### src/rtl/voting_machine_n_pkg.sv
// Shared types and helpers for the N-candidate voting machine.
package voting_pkg;

  localparam logic MODE_VOTE = 1'b0;
  localparam logic MODE_DISP = 1'b1;

  typedef enum logic [1:0] {
    IDLE     = 2'd0,
    HOLD     = 2'd1,
    WAIT_REL = 2'd2
  } hold_state_e;

  // Vectors are zero-extended to 16 bits (the candidate limit) by callers.
  function automatic logic onehot_valid(input logic [15:0] vec);
    return (vec != 16'd0) && ((vec & (vec - 16'd1)) == 16'd0);
  endfunction

  function automatic int onehot_index(input logic [15:0] vec);
    int idx;
    idx = 0;
    for (int i = 15; i >= 0; i--) begin
      if (vec[i]) idx = i;
    end
    return idx;
  endfunction

endpackage

### src/rtl/voting_machine_n_if.sv
// Panel/display bundle for voting_machine_n; total exists only with VOTE_AUDIT_EN.
interface voting_machine_n_if #(
  parameter int NUM_CAND = 4,
  parameter int CNT_W    = 8,
  parameter int IDX_W    = $clog2(NUM_CAND)
);
  logic                  mode;
  logic [NUM_CAND-1:0]   button;
  logic [CNT_W-1:0]      led;
  logic                  vote_pulse;
  logic                  invalid_pulse;
  logic                  sat;
  logic [IDX_W-1:0]      winner;
  logic                  tie;
`ifdef VOTE_AUDIT_EN
  logic [CNT_W+IDX_W-1:0] total;

  modport master (output mode, button,
                  input  led, vote_pulse, invalid_pulse, sat, winner, tie, total);
  modport slave  (input  mode, button,
                  output led, vote_pulse, invalid_pulse, sat, winner, tie, total);
`else
  modport master (output mode, button,
                  input  led, vote_pulse, invalid_pulse, sat, winner, tie);
  modport slave  (input  mode, button,
                  output led, vote_pulse, invalid_pulse, sat, winner, tie);
`endif
endinterface

### src/rtl/voting_machine_n_hold_detect.sv
// Press qualifier: one vote per single-button press held HOLD_CYCLES clocks.
//   state    | meaning
//   IDLE     | no button held, waiting for a press
//   HOLD     | single press latched, counting consecutive held cycles
//   WAIT_REL | press consumed or rejected, waiting for full release
module vote_hold_detect
  import voting_pkg::*;
#(
  parameter int NUM_CAND    = 4,
  parameter int HOLD_CYCLES = 10,
  parameter int IDX_W       = $clog2(NUM_CAND)
) (
  input  logic                clock,
  input  logic                reset,
  input  logic                mode_i,
  input  logic [NUM_CAND-1:0] button_i,
  output logic                vote_o,
  output logic [IDX_W-1:0]    vote_idx_o,
  output logic                invalid_o
);

  localparam int HC_W = $clog2(HOLD_CYCLES + 1);

  hold_state_e         state_q, state_d;
  logic [NUM_CAND-1:0] latch_q, latch_d;
  logic [HC_W-1:0]     hcnt_q, hcnt_d;
  logic [15:0]         btn_ext;
  logic                single;
  logic                multi;

  assign btn_ext    = 16'(button_i);
  assign single     = onehot_valid(btn_ext);
  assign multi      = (button_i != '0) && !single;
  assign vote_idx_o = IDX_W'(onehot_index(16'(latch_q)));

  always_ff @(posedge clock or negedge reset) begin
    if (!reset) begin
      state_q <= IDLE;
      latch_q <= '0;
      hcnt_q  <= '0;
    end else begin
      state_q <= state_d;
      latch_q <= latch_d;
      hcnt_q  <= hcnt_d;
    end
  end

  always_comb begin
    state_d   = state_q;
    latch_d   = latch_q;
    hcnt_d    = hcnt_q;
    vote_o    = 1'b0;
    invalid_o = 1'b0;
    case (state_q)
      IDLE: begin
        if (button_i != '0) begin
          if (mode_i == MODE_DISP) begin
            state_d = WAIT_REL;
          end else if (single) begin
            state_d = HOLD;
            latch_d = button_i;
            hcnt_d  = HC_W'(1);
          end else begin
            invalid_o = 1'b1;
            state_d   = WAIT_REL;
          end
        end
      end
      HOLD: begin
        if (button_i == '0) begin
          state_d = IDLE;
        end else if (button_i == latch_q && mode_i == MODE_VOTE) begin
          hcnt_d = hcnt_q + HC_W'(1);
          // This edge completes the HOLD_CYCLES-th held sample.
          if (hcnt_q == HC_W'(HOLD_CYCLES - 1)) begin
            vote_o  = 1'b1;
            state_d = WAIT_REL;
          end
        end else begin
          invalid_o = multi;
          state_d   = WAIT_REL;
        end
      end
      WAIT_REL: begin
        if (button_i == '0) state_d = IDLE;
      end
      default: state_d = IDLE;
    endcase
  end

endmodule

### src/rtl/voting_machine_n.sv
// N-candidate voting machine: saturating counters, winner/tie, display mux.
// Define VOTE_AUDIT_EN to add the saturating total-vote counter.
module voting_machine_n
  import voting_pkg::*;
#(
  parameter int NUM_CAND    = 4,
  parameter int CNT_W       = 8,
  parameter int HOLD_CYCLES = 10
) (
  input  logic               clock,
  input  logic               reset,
  voting_machine_n_if.slave  vm
);

  localparam int IDX_W = $clog2(NUM_CAND);
  localparam logic [CNT_W-1:0] CNT_MAX = '1;

  logic             vote_stb, inv_stb;
  logic [IDX_W-1:0] vote_idx;

  logic [CNT_W-1:0] cnt_q [NUM_CAND];
  logic [CNT_W-1:0] cnt_d [NUM_CAND];
  logic             sat_q, sat_d;
  logic             vote_q, inv_q;
  logic [IDX_W-1:0] win_q, win_d;
  logic             tie_q, tie_d;
  logic [IDX_W-1:0] sel_q, sel_d;
  logic [CNT_W-1:0] led_q, led_d;
  logic [CNT_W-1:0] max_c;
  int               n_max;
  logic             counted;

  vote_hold_detect #(
    .NUM_CAND    (NUM_CAND),
    .HOLD_CYCLES (HOLD_CYCLES),
    .IDX_W       (IDX_W)
  ) u_hold (
    .clock      (clock),
    .reset      (reset),
    .mode_i     (vm.mode),
    .button_i   (vm.button),
    .vote_o     (vote_stb),
    .vote_idx_o (vote_idx),
    .invalid_o  (inv_stb)
  );

  always_comb begin
    sat_d   = sat_q;
    counted = 1'b0;
    for (int i = 0; i < NUM_CAND; i++) begin
      cnt_d[i] = cnt_q[i];
      if (vote_stb && vote_idx == IDX_W'(i)) begin
        if (cnt_q[i] == CNT_MAX) begin
          sat_d = 1'b1;
        end else begin
          cnt_d[i] = cnt_q[i] + CNT_W'(1);
          counted  = 1'b1;
        end
      end
    end
  end

  // Strict '>' keeps the lowest index on equal counts.
  always_comb begin
    max_c = cnt_q[0];
    win_d = '0;
    n_max = 0;
    for (int i = 1; i < NUM_CAND; i++) begin
      if (cnt_q[i] > max_c) begin
        max_c = cnt_q[i];
        win_d = IDX_W'(i);
      end
    end
    for (int i = 0; i < NUM_CAND; i++) begin
      if (cnt_q[i] == max_c) n_max = n_max + 1;
    end
    tie_d = (n_max > 1);
  end

  always_comb begin
    sel_d = sel_q;
    led_d = '0;
    if (vm.mode == MODE_DISP) begin
      if (onehot_valid(16'(vm.button))) sel_d = IDX_W'(onehot_index(16'(vm.button)));
      for (int i = 0; i < NUM_CAND; i++) begin
        if (sel_d == IDX_W'(i)) led_d = cnt_q[i];
      end
    end
  end

  always_ff @(posedge clock or negedge reset) begin
    if (!reset) begin
      for (int i = 0; i < NUM_CAND; i++) cnt_q[i] <= '0;
      sat_q  <= 1'b0;
      vote_q <= 1'b0;
      inv_q  <= 1'b0;
      win_q  <= '0;
      tie_q  <= 1'b1;
      sel_q  <= '0;
      led_q  <= '0;
    end else begin
      for (int i = 0; i < NUM_CAND; i++) cnt_q[i] <= cnt_d[i];
      sat_q  <= sat_d;
      vote_q <= vote_stb;
      inv_q  <= inv_stb;
      win_q  <= win_d;
      tie_q  <= tie_d;
      sel_q  <= sel_d;
      led_q  <= led_d;
    end
  end

  assign vm.led           = led_q;
  assign vm.vote_pulse    = vote_q;
  assign vm.invalid_pulse = inv_q;
  assign vm.sat           = sat_q;
  assign vm.winner        = win_q;
  assign vm.tie           = tie_q;

`ifdef VOTE_AUDIT_EN
  localparam int TOT_W = CNT_W + IDX_W;
  logic [TOT_W-1:0] tot_q;

  always_ff @(posedge clock or negedge reset) begin
    if (!reset) begin
      tot_q <= '0;
    end else if (counted && tot_q != {TOT_W{1'b1}}) begin
      tot_q <= tot_q + TOT_W'(1);
    end
  end

  assign vm.total = tot_q;
`endif

endmodule

### src/flat_wrapper.sv
// flat-port wrapper written by rule: the top's interface ports become plain ports
module voting_machine_n_flat import voting_pkg::*;
#(
  parameter int NUM_CAND    = 4,
  parameter int CNT_W       = 8,
  parameter int HOLD_CYCLES = 10
)
  (clock, reset, vm_mode, vm_button, vm_led, vm_vote_pulse, vm_invalid_pulse, vm_sat, vm_winner, vm_tie);
  voting_machine_n_if #(.NUM_CAND(NUM_CAND), .CNT_W(CNT_W)) vm_i ();
  input  logic clock;
  input  logic reset;
  input wire logic [$bits(vm_i.mode)-1:0] vm_mode;
  input wire logic [$bits(vm_i.button)-1:0] vm_button;
  output wire logic [$bits(vm_i.led)-1:0] vm_led;
  output wire logic [$bits(vm_i.vote_pulse)-1:0] vm_vote_pulse;
  output wire logic [$bits(vm_i.invalid_pulse)-1:0] vm_invalid_pulse;
  output wire logic [$bits(vm_i.sat)-1:0] vm_sat;
  output wire logic [$bits(vm_i.winner)-1:0] vm_winner;
  output wire logic [$bits(vm_i.tie)-1:0] vm_tie;
  assign vm_i.mode = vm_mode;
  assign vm_i.button = vm_button;
  assign vm_led = vm_i.led;
  assign vm_vote_pulse = vm_i.vote_pulse;
  assign vm_invalid_pulse = vm_i.invalid_pulse;
  assign vm_sat = vm_i.sat;
  assign vm_winner = vm_i.winner;
  assign vm_tie = vm_i.tie;
  voting_machine_n #(.NUM_CAND(NUM_CAND), .CNT_W(CNT_W), .HOLD_CYCLES(HOLD_CYCLES)) u_core (.clock(clock), .reset(reset), .vm(vm_i));
endmodule
### config.mk
export PLATFORM = sky130hd
export DESIGN_NAME = voting_machine_n_flat
export DESIGN_NICKNAME = d
export VERILOG_FILES = /design/src/rtl/voting_machine_n_pkg.sv /design/src/rtl/voting_machine_n_if.sv /design/src/rtl/voting_machine_n_hold_detect.sv /design/src/rtl/voting_machine_n.sv /design/src/flat_wrapper.sv
export SDC_FILE = /design/constraint.sdc
export NUM_CORES = 1
export LEC_CHECK = 0
export BUFFER_PORTS_ARGS = -buffer_cell sky130_fd_sc_hd__buf_2
export CORE_UTILIZATION = 40
export CTS_CLUSTER_SIZE = 20
export DETAILED_ROUTE_END_ITERATION = 10
export GPL_ROUTABILITY_DRIVEN = 0
export GPL_TIMING_DRIVEN = 0
export RECOVER_POWER = 25
export SYNTH_ARGS = -nofsm -noshare
export SYNTH_HDL_FRONTEND = slang
export SYNTH_SLANG_ARGS = --single-unit
### constraint.sdc
create_clock -name clock -period 8.43 [get_ports clock]
set_clock_uncertainty 0.15 [all_clocks]
set_input_delay 0.4215 -clock clock [delete_from_list [all_inputs] [get_ports clock]]
set_output_delay 0.4215 -clock clock [all_outputs]
set_load 0.005 [all_outputs]
==> flow_results.org, run 1 <==
** Outcome
- Outcome :: complete, but fails checks
- The checks that failed: design-rule violations, max-capacitance violations, max-slew violations.

** Cells and area
- Final-stage net count :: 714
- Cells fill around 46% of the core in the end.
- Count of inserted antenna diode cells :: 0
- Area overhead of the layout relative to synthesis :: 12.0%
- The finished layout holds between 800 and 900 standard cells, fillers aside.
- Layout cells sized above 1 :: about an eighth
- Count of fill cells added during filler insertion :: 1,297
- Total non-filler cell area in the finished layout :: 5870 sq um

** Yosys
- Average size of a mapped cell :: 8.00 sq um
- Synthesis produced a netlist with a net count of 694.
- For this run, the leading register cell type out of synthesis is dfrtp_1.
- After synthesis, the share of flip-flops with an asynchronous set or reset is 100%.
- During synthesis, Yosys emitted a total of 0 warnings.
- Sequential cell area fraction in the yosys report :: 27.7%
- The mapped netlist covers 5240 sq um.
- Number of flip-flops and latches in the synthesized netlist :: 58
- Number of flops mapped to enable cells by yosys :: 0
- After synthesis, the netlist uses 64 different library cells.
- Counting every instance in the synthesized netlist gives 655.

** Route
- Via Count :: 5,398
- Before antenna repair, the detailed router went through 9 iterations.
- In this run the remaining antenna-violating nets after routing total 0.
- In the final routed layout, each cell accounts on average for around 20 um.
- DRC violations left :: 1
- The detailed router finished its first iteration with 522 violations.
- Vias/cell :: between 6 and 7
- The routed design has between 15 and 20 mm of wire.

** Clocking
- Counting every sink on the clock net gives 58.
- Clock tree from TritonCTS :: built
- Buffer cell driving the clock tree root :: clkbuf_16
- Worst-case clock buffer depth :: 2
- Counting the buffers created by CTS gives 9.
- Clock latency of the later-clocked register in the worst-skew pair :: 0.35 ns
- Clock Pin Slew Worst Setup and Hold Paths :: 0.06 ns
- Post-CTS Hold Buffers :: 0
- The clock tree synthesis step divided the H-tree into 3 levels.

** Global route
- Entering global routing, the biggest net connects 59 pins.
- Global-route wire length before repair :: 27.0 mm
- Global-route total usage across every layer :: 26.9%
- Total gr overflow :: 0
- The number of global-route vias before repair was 4,877.
- The number of antenna violations at the first check in global routing came to 0.
- In the global route stage, met3 resource usage came out at 5.76%.
- For met1 alone, demand over resource in global routing was 36.6%.
- Routing usage on met2 :: 40.3%
- After global routing, the most crowded layer is met2.

** Setup path
- Highest-delay cell along the critical path :: dfrtp_2
- CP Launch Type :: register
- Arrival time of data at the critical path endpoint :: 8.20 ns
- Maximum fanout encountered on the critical timing path :: 10
- Data on the critical path is required at its endpoint by between 8 and 9 ns.
- Stage delay of the slowest cell on the critical path :: between 0.4 and 0.5 ns
- Critical Path Sink Type :: register
- Category of the critical setup timing path :: reg -> reg
- The most numerous cell type found on the critical path is buf_2.

** Floorplanning
- In this run the vertical extent of the chip is 116 um.
- Measured along the x axis, the die boundary spans between 100 and 150 um.
- Pin placement for this block handled 21 I/O pins.
- The core region is approximately 13,000 sq um.
- Starting utilization of the core area :: between 40% and 50%
- Placement Rows :: slightly above 40
- The floorplan step defined a die boundary enclosing 13,600 sq um.

** Min path
- Path class of the lowest-slack min-delay path :: in -> reg

** Placement
- Port-buffer cells :: 16
- Estimated wirelength of the detail-placed design :: 12.3 mm
- Dpl ws :: -0.611 ns
- Placed Instances :: 843
- Area after detailed placement :: 5540 sq um

** Power
- Dividing total power by cell area gives a power density of about 140 nW/um^2.
- Across the VDD grid, the largest voltage drop is approximately 0.12 mV.
- In this run the static leakage power is 0.00247 uW.

** Timing
- Number of endpoints failing setup at the final stage :: 0
- Dividing the final minimum period by the clock period gives between 90 and 100%.
- Fmax :: 124 MHz
- Worst path setup slack after routing :: 0.334 ns
- In this run the tightest slew margin relative to its limit is -117%.
- At the pin with the least slew margin, the transition time is approximately 3.3 ns.
- Number of failing hold endpoints at the final stage :: 0
- Final count of pins violating max slew :: between 50 and 60
- Unrepaired setup endpoints after global routing :: no
- The worst path needs 8.10 ns of the cycle, external delays included.

** Job
- Max-cap violations in this run came to 1.
-- registers in the layout (all words and copies together), names as in the netlist --
| register | cells |
|---|---|
| u_core.u_hold.state_q | 2 |
| u_core.vm.sat | 1 |
| u_core.vm.vote_pulse | 1 |
| u_core.cnt_q | 32 |
| u_core.vm.invalid_pulse | 1 |
| u_core.vm.tie | 1 |
| u_core.vm.winner | 2 |
| u_core.vm.led | 8 |
| u_core.u_hold.hcnt_q | 4 |
| u_core.u_hold.latch_q | 4 |
| u_core.sel_q | 2 |
-- cell usage after synthesis, types with 4 or more instances --
master / n / area share [%]
mux2i_1: 5 / 0.95
o211a_1: 8 / 1.5
nand2b_1: 5 / 0.60
o211ai_1: 22 / 3.2
o21ai_0: 39 / 3.7
inv_1: 30 / 2.1
or2_2: 4 / 0.48
mux2_2: 11 / 2.4
xor2_1: 8 / 1.3
a31oi_1: 6 / 0.72
nand4_1: 39 / 4.7
nor4_1: 5 / 0.60
a41oi_1: 4 / 0.67
clkbuf_1: 43 / 3.1
a21oi_1: 18 / 1.7
ha_1: 32 / 7.6
o21a_1: 4 / 0.57
o2111ai_1: 17 / 2.8
and2_1: 30 / 3.6
dfrtp_1: 57 / 27
o31ai_1: 5 / 0.72
a211oi_1: 12 / 1.7
nand2_1: 44 / 3.2
nor3_1: 10 / 0.95
nor2_1: 65 / 4.7
xnor2_1: 29 / 4.8
a2bb2oi_1: 6 / 1.0
nor2b_1: 5 / 0.60
o21ai_1: 7 / 0.67
nand3_1: 21 / 2.0
buf_2: 9 / 0.86
a21o_1: 8 / 1.1
-- power by group --
group	switching, uW	internal [uW]
Combinational	60.5	53.0
Sequential	27.8	306
Clock	147	230
Total	235	589
-- metal layers --
| metal | up-vias | wire, um |
|---|---|---|
| met5 | - | 0 |
| met4 | 0 | 872 |
| met3 | 80 | 1530 |
| met2 | 318 | 7700 |
| met1 | 2544 | 7340 |
| li1 | 2456 | - |
-- stage by stage --
step / hold slack, ns / power, uW / TNS [ns]
2_1_floorplan: -0.0241 / 417 / 0
3_3_place_gp: 0.319 / 446 / -0.492
3_5_place_dp: 0.330 / 451 / -0.611
4_1_cts: 0.277 / 835 / 0
5_1_grt: 0.306 / 864 / 0
6_report: 0.287 / 825 / 0
-- cell usage in the layout, fill, tap and decap left out, types with 6 or more instances in the layout --
cell type  Yosys  layout
ha_1          32      32
nand4_1       39      39
a2bb2oi_1      6       6
a21oi_1       18      18
a211oi_1      12      11
buf_2          9      25
clkbuf_1      43      30
a21o_1         8       8
o211ai_1      22      22
xor2_1         8       8
clkbuf_16      0       9
inv_1         30      30
xnor2_1       29      29
dfrtp_2        0       6
nand3_1       21      21
and2_1        30      29
nand2_1       44      44
dfrtp_1       57      51
mux2_2        11      11
nor2_1        65      64
o2111ai_1     17      17
nor3_1        10      10
clkbuf_2       0       6
o211a_1        8       8
o21ai_0       39      36
a31oi_1        6       6
-- final timing paths --
| check | cells after the start | slack [ns] | from | endpoint |
|---|---|---|---|---|
| max | 35 | 0.33 | u_core.cnt_q[25]$_DFFE_PN0P_ | u_core.vm.tie$_DFF_PN1_ |
| min in group asynchronous | 1 | 1.01 | reset | u_core.cnt_q[22]$_DFFE_PN0P_ |
| max in group asynchronous | 1 | 5.05 | reset | u_core.cnt_q[25]$_DFFE_PN0P_ |
| max reg2reg | 35 | 0.33 | u_core.cnt_q[25]$_DFFE_PN0P_ | u_core.vm.tie$_DFF_PN1_ |
| min reg2reg | 1 | 0.34 | u_core.u_hold.state_q[1]$_DFFE_PN0P_ | u_core.vm.invalid_pulse$_DFF_PN0_ |
| min | 2 | 0.29 | vm_button[2] | u_core.u_hold.latch_q[2]$_DFFE_PN0P_ |
-- kinds of logic after synthesis --
family / count (synthesis) / share of synthesized area [%]
muxes: 16 / 3.32
buffers and inverters: 88 / 6.87
DFF: 58 / 27.7
adders and majority gates: 32 / 7.64
and+or+nand+nor: 244 / 23.8
xor gates and xnor gates: 37 / 6.18
AOI/OAI and AO/OA: 180 / 24.5
-- cell type report --
type                            instances  area, sq um  share of cell area, %
Sequential cell                        58         1460                   24.9
Clock buffer                            9          225                   3.84
Timing Repair Buffer                   17         86.3                   1.47
Clock inverter                          7         77.6                   1.32
Tap cell                              172          215                   3.67
Multi-Input combinational cell        509         3470                   59.0
Buffer                                 49          223                   3.79
Inverter                               31          116                   1.98
-- timing repair --
item	4_1_cts	5_1_grt
pin swaps	1	0
setup buffers	1	0
resized for setup	8	21
endpoints found under the setup margin	1	1
-- worst max-delay path: cells and delay by family, from the launching register on --
family	cells	cell delay, ns
flops	1	0.48
compound gates	11	2.45
simple gates	12	1.89
fa+ha+maj	4	1.20
buf+inv	8	1.80
Note: power is estimated with default switching activity, not from simulation.
==> inputs of run 2 (changes only) <==
--- a/config.mk
+++ b/config.mk
@@ -5,6 +5,7 @@
 export SDC_FILE = /design/constraint.sdc
 export NUM_CORES = 1
 export LEC_CHECK = 0
+export ABC_AREA = 1
 export BUFFER_PORTS_ARGS = -buffer_cell sky130_fd_sc_hd__buf_2
 export CORE_UTILIZATION = 40
 export CTS_CLUSTER_SIZE = 20
==> constraint.sdc (replaced) <==
create_clock -name clock -period 8.13 [get_ports clock]
set_clock_uncertainty 0.15 [all_clocks]
set_input_delay 0.4065 -clock clock [delete_from_list [all_inputs] [get_ports clock]]
set_output_delay 0.4065 -clock clock [all_outputs]
set_load 0.005 [all_outputs]
==> flow_results.org, run 2 <==
** Outcome
- The run finished, with violations left.
- Violations in the final reports :: max-capacitance violations, max-slew violations

** Cells and area
- Post-layout util :: 46.7% (+0.57 points)
- Leaving out fill and tap cells, the most frequent cell in the layout is nand2_1.
- In the layout the commonest cells are nand2_1, nand3_1, inv_1, dfrtp_1, nor2_1.
- Final-stage net count :: 802 (+12%)
- Flip-flop count of the largest register after layout :: 32 (unchanged)
- Area overhead of the layout relative to synthesis :: 12.2%
- The share of final-layout standard cells stronger than drive strength 1 was 12.5% (-0.44 points).
- Total non-filler cell area in the finished layout :: 5680 sq um (-3.2%)
- The register with the most flip-flops in the final layout is u_core.cnt_q.
- The number of diodes added for antenna fixing was 0 (unchanged).

** Timing
- Setup repair after global routing left no endpoint under its margin.
- Post-route minimum period :: 6.29 ns (-1.80 ns)
- Fmax :: 159 MHz (+29%)
- The transition time at the pin with the least slew margin came to 3.11 ns (-0.145 ns).
- Relative max-transition margin :: -107% (+9.7 points)
- Final count of pins violating max slew :: 59 (unchanged)
- Total negative slack :: 0 ns (unchanged)
- The final setup violation count is 0 (unchanged).
- Period Utilization, post-route :: 77.4% (-19 points)
- Number of failing hold endpoints at the final stage :: 0 (unchanged)

** Global route
- The largest net degree at the start of global routing came to 59 (unchanged).
- Global-route wire length before repair :: 23.8 mm (-12%)
- The number of global-route vias before repair is 4,663 (-4.4%).
- The number of antenna violations at the first check in global routing was 0 (unchanged).
- Total gr overflow :: 0 (unchanged)
- Global-route total usage across every layer :: 24.0% (-2.9 points)

** Floorplanning
- The starting utilization of the core area is 41.6% (+0.44 points).
- Placement Rows :: 40 (-2.4%)
- The number of top-level pins came to 21 (unchanged).
- The floorplan die width came to 115 um (-1.7%).
- The area inside the core boundary was 12,200 sq um (-4.4%).
- The height of the chip came to 115 um (-1.7%).
- The die area is 13,100 sq um (-3.3%).

** Route
- Starting DRC count in detailed routing :: 414 (-21%)
- The overall via count from detail_route was 4,887 (-9.5%).
- The number of optimization iterations in the first detailed-route pass came to 5 (-4).
- DRC violations left :: 0 (-1)
- Vias/cell :: 5.22 (-18%)
- The average wire per cell in the routed design came to 15.6 um (-24%).
- The total length of routed wires came to 14.6 mm (-16%).
- The count of antenna-violating nets left after detailed routing is 0 (unchanged).

** Placement
- The half-perimeter wire length of the detailed placement result came to 11.6 mm (-5.6%).
- Port-buffer cells :: 20 (+4)
- The total cell area at the placement stage came to 5380 sq um (-2.9%).

** Min path
- The worst hold path terminates at u_core.sel_q[0]$_DFFE_PN0P_.
- Path class of the lowest-slack min-delay path :: in -> reg
- The cell depth of the worst min-delay path was 2 (unchanged).
- Min-delay src :: vm_mode

** Setup path
- Category of the critical setup timing path :: reg -> reg
- STA classifies the critical path endpoint as a register.
- Data required time at the worst endpoint :: 8.25 ns (-0.28 ns)
- The endpoint identified for the worst register-to-register timing path is u_core.vm.tie$_DFF_PN1_.
- The maximum net fanout on the critical path was 10 (unchanged).
- Highest-delay cell along the critical path :: ha_1
- Most common cell type on the critical path :: nand2_1
- R2R cell count :: 38 (+8.6%)
- The worst register-to-register path begins at u_core.cnt_q[31]$_DFFE_PN0P_.
- The worst reg-to-reg setup slack came to 1.84 ns (+1.50 ns).
- The most critical setup path has its startpoint at u_core.cnt_q[31]$_DFFE_PN0P_.
- The critical path arrival is 6.41 ns (-1.79 ns).
- The longest individual stage delay on the worst path was 0.45 ns (-0.03 ns).
- The worst setup path is launched from a register.

** Yosys
- By area the synthesized netlist is led by dfrtp_1, nand2_1, nand3_1.
- Share of synthesized flip-flops with an asynchronous set or reset :: 100% (unchanged)
- The sequential element share of the synthesized area is 28.7% (+0.97 points).
- The largest total area in the synthesized netlist belongs to dfrtp_1.
- The register bit total from synthesis came to 58 (unchanged).
- The cell area after synthesis is 5060 sq um (-3.4%).
- Flip-flop cell with the highest count after synthesis :: dfrtp_1
- Counting instances in the post-synthesis netlist gives the leading cell types as nand2_1, nand3_1, inv_1, dfrtp_1, nor2_1.
- Average size of a mapped cell :: 6.92 sq um (-14%)
- The number of synthesized flops with an enable pin is 0 (unchanged).
- The net count after synthesis came to 771 (+11%).
- Number of distinct library cells after synthesis :: 43 (-33%)
- Area share of the largest cell type after synthesis :: 28.2% (+0.95 points)
- The total of warnings raised by yosys is 0 (unchanged).
- Most common cell in the synthesized netlist :: nand2_1
- Cells after synthesis :: 732 (+12%)

** Clocking
- Buffer cell driving the clock tree root :: clkbuf_16
- The number of buffers inserted to repair setup after CTS is 0 (-1).
- The maximum buffer depth of the clock tree is 2 (unchanged).
- The number of sinks driven by the clock tree was 58 (unchanged).
- Number of buffers inserted during clock tree synthesis :: 9 (unchanged)
- The number of resized instances in the post-cts repair step is 0 (-8).
- Post-CTS Hold Buffers :: 0 (unchanged)
- Clock Pin Slew Worst Setup and Hold Paths :: 0.05 ns (about the same)
- Clock tree from TritonCTS :: built
- The later-pin clock latency in the skew report came to 0.34 ns (about the same).
- The H-tree depth came to 3 (unchanged).

** Power
- Power per Cell Area :: 167 nW/um^2 (+19%)
- The static leakage power came to 0.00304 uW (+23%).
- The worst supply voltage drop on vdd is 0.175 mV (+44%).
- The overall power of the completed layout was 946 uW (+15%).

** Job
- The max-capacitance violation count was 1 (unchanged).
==> run 2: cell count changes after synthesis, sizes merged, moves of 30 or more <==
cell / delta
clkbuf: -33
nand3: +94
nand4: -30
nand2: +167
inv: +67
and2: -30
==> run 2: cells by family after synthesis <==
kind of cell | Yosys count | synth area share, %
XOR/XNOR | 37 | 6.40
AND/OR/NAND/NOR | 414 | 38.9
buffers and inverters | 119 | 9.63
flip-flops | 58 | 28.7
AO/OA/AOI/OAI | 72 | 8.52
adder cells (fa/ha/maj) | 32 | 7.91
==> run 2: worst max path at each step <==
stage,to,cells past startpoint,slack [ns]
2_1_floorplan,u_core.vm.tie$_DFF_PN1_,42,3.14
3_3_place_gp,u_core.vm.tie$_DFF_PN1_,42,2.06
3_5_place_dp,u_core.vm.tie$_DFF_PN1_,41,1.99
4_1_cts,u_core.vm.tie$_DFF_PN1_,41,1.97
5_1_grt,u_core.vm.tie$_DFF_PN1_,44,1.41
6_report,u_core.vm.tie$_DFF_PN1_,38,1.84
==> run 2: cell type report <==
class / count / area [sq um]
Inverter: 100 / 383
Multi-Input combinational cell: 555 / 3120
Fill cell: 1234 / 6480
Sequential cell: 58 / 1450
Buffer: 19 / 105
Tap cell: 168 / 210
Timing Repair Buffer: 20 / 98.8
Clock inverter: 4 / 50.0
Clock buffer: 12 / 256
==> run 2: per-stage QoR <==
| step | instances | hold slack (ns) | worst slack (ns) |
|---|---|---|---|
| 6_report | 936 | 0.242 | 1.84 |
| 5_1_grt | 936 | 0.271 | 1.41 |
| 4_1_cts | 936 | 0.241 | 1.97 |
| 3_5_place_dp | 920 | 0.329 | 1.99 |
| 3_3_place_gp | 920 | 0.328 | 2.06 |
| 2_1_floorplan | 732 | -0.0391 | 3.14 |
==> run 2: layer usage <==
metal | global-route usage (%) | vias to the layer above | wire [um]
li1 | - | 2440 | -
met3 | 3.76 | 53 | 902
met4 | 13.3 | 0 | 697
met5 | 0 | - | 0
met2 | 38.2 | 168 | 6480
met1 | 31.1 | 2226 | 6510
==> run 2: where the power goes <==
group	switching, uW	total (uW)	internal, uW
Combinational	134	204	69.1
Sequential	29.0	348	319
Clock	142	395	253
Total	305	946	641
==> run 2: worst max-delay path, delay by kind of cell, from the launching register on <==
kind / cells / cell delay (ns)
simple gates: 26 / 2.92
compound gates: 1 / 0.14
flops: 1 / 0.44
fa+ha+maj: 4 / 1.30
buf+inv: 7 / 1.25
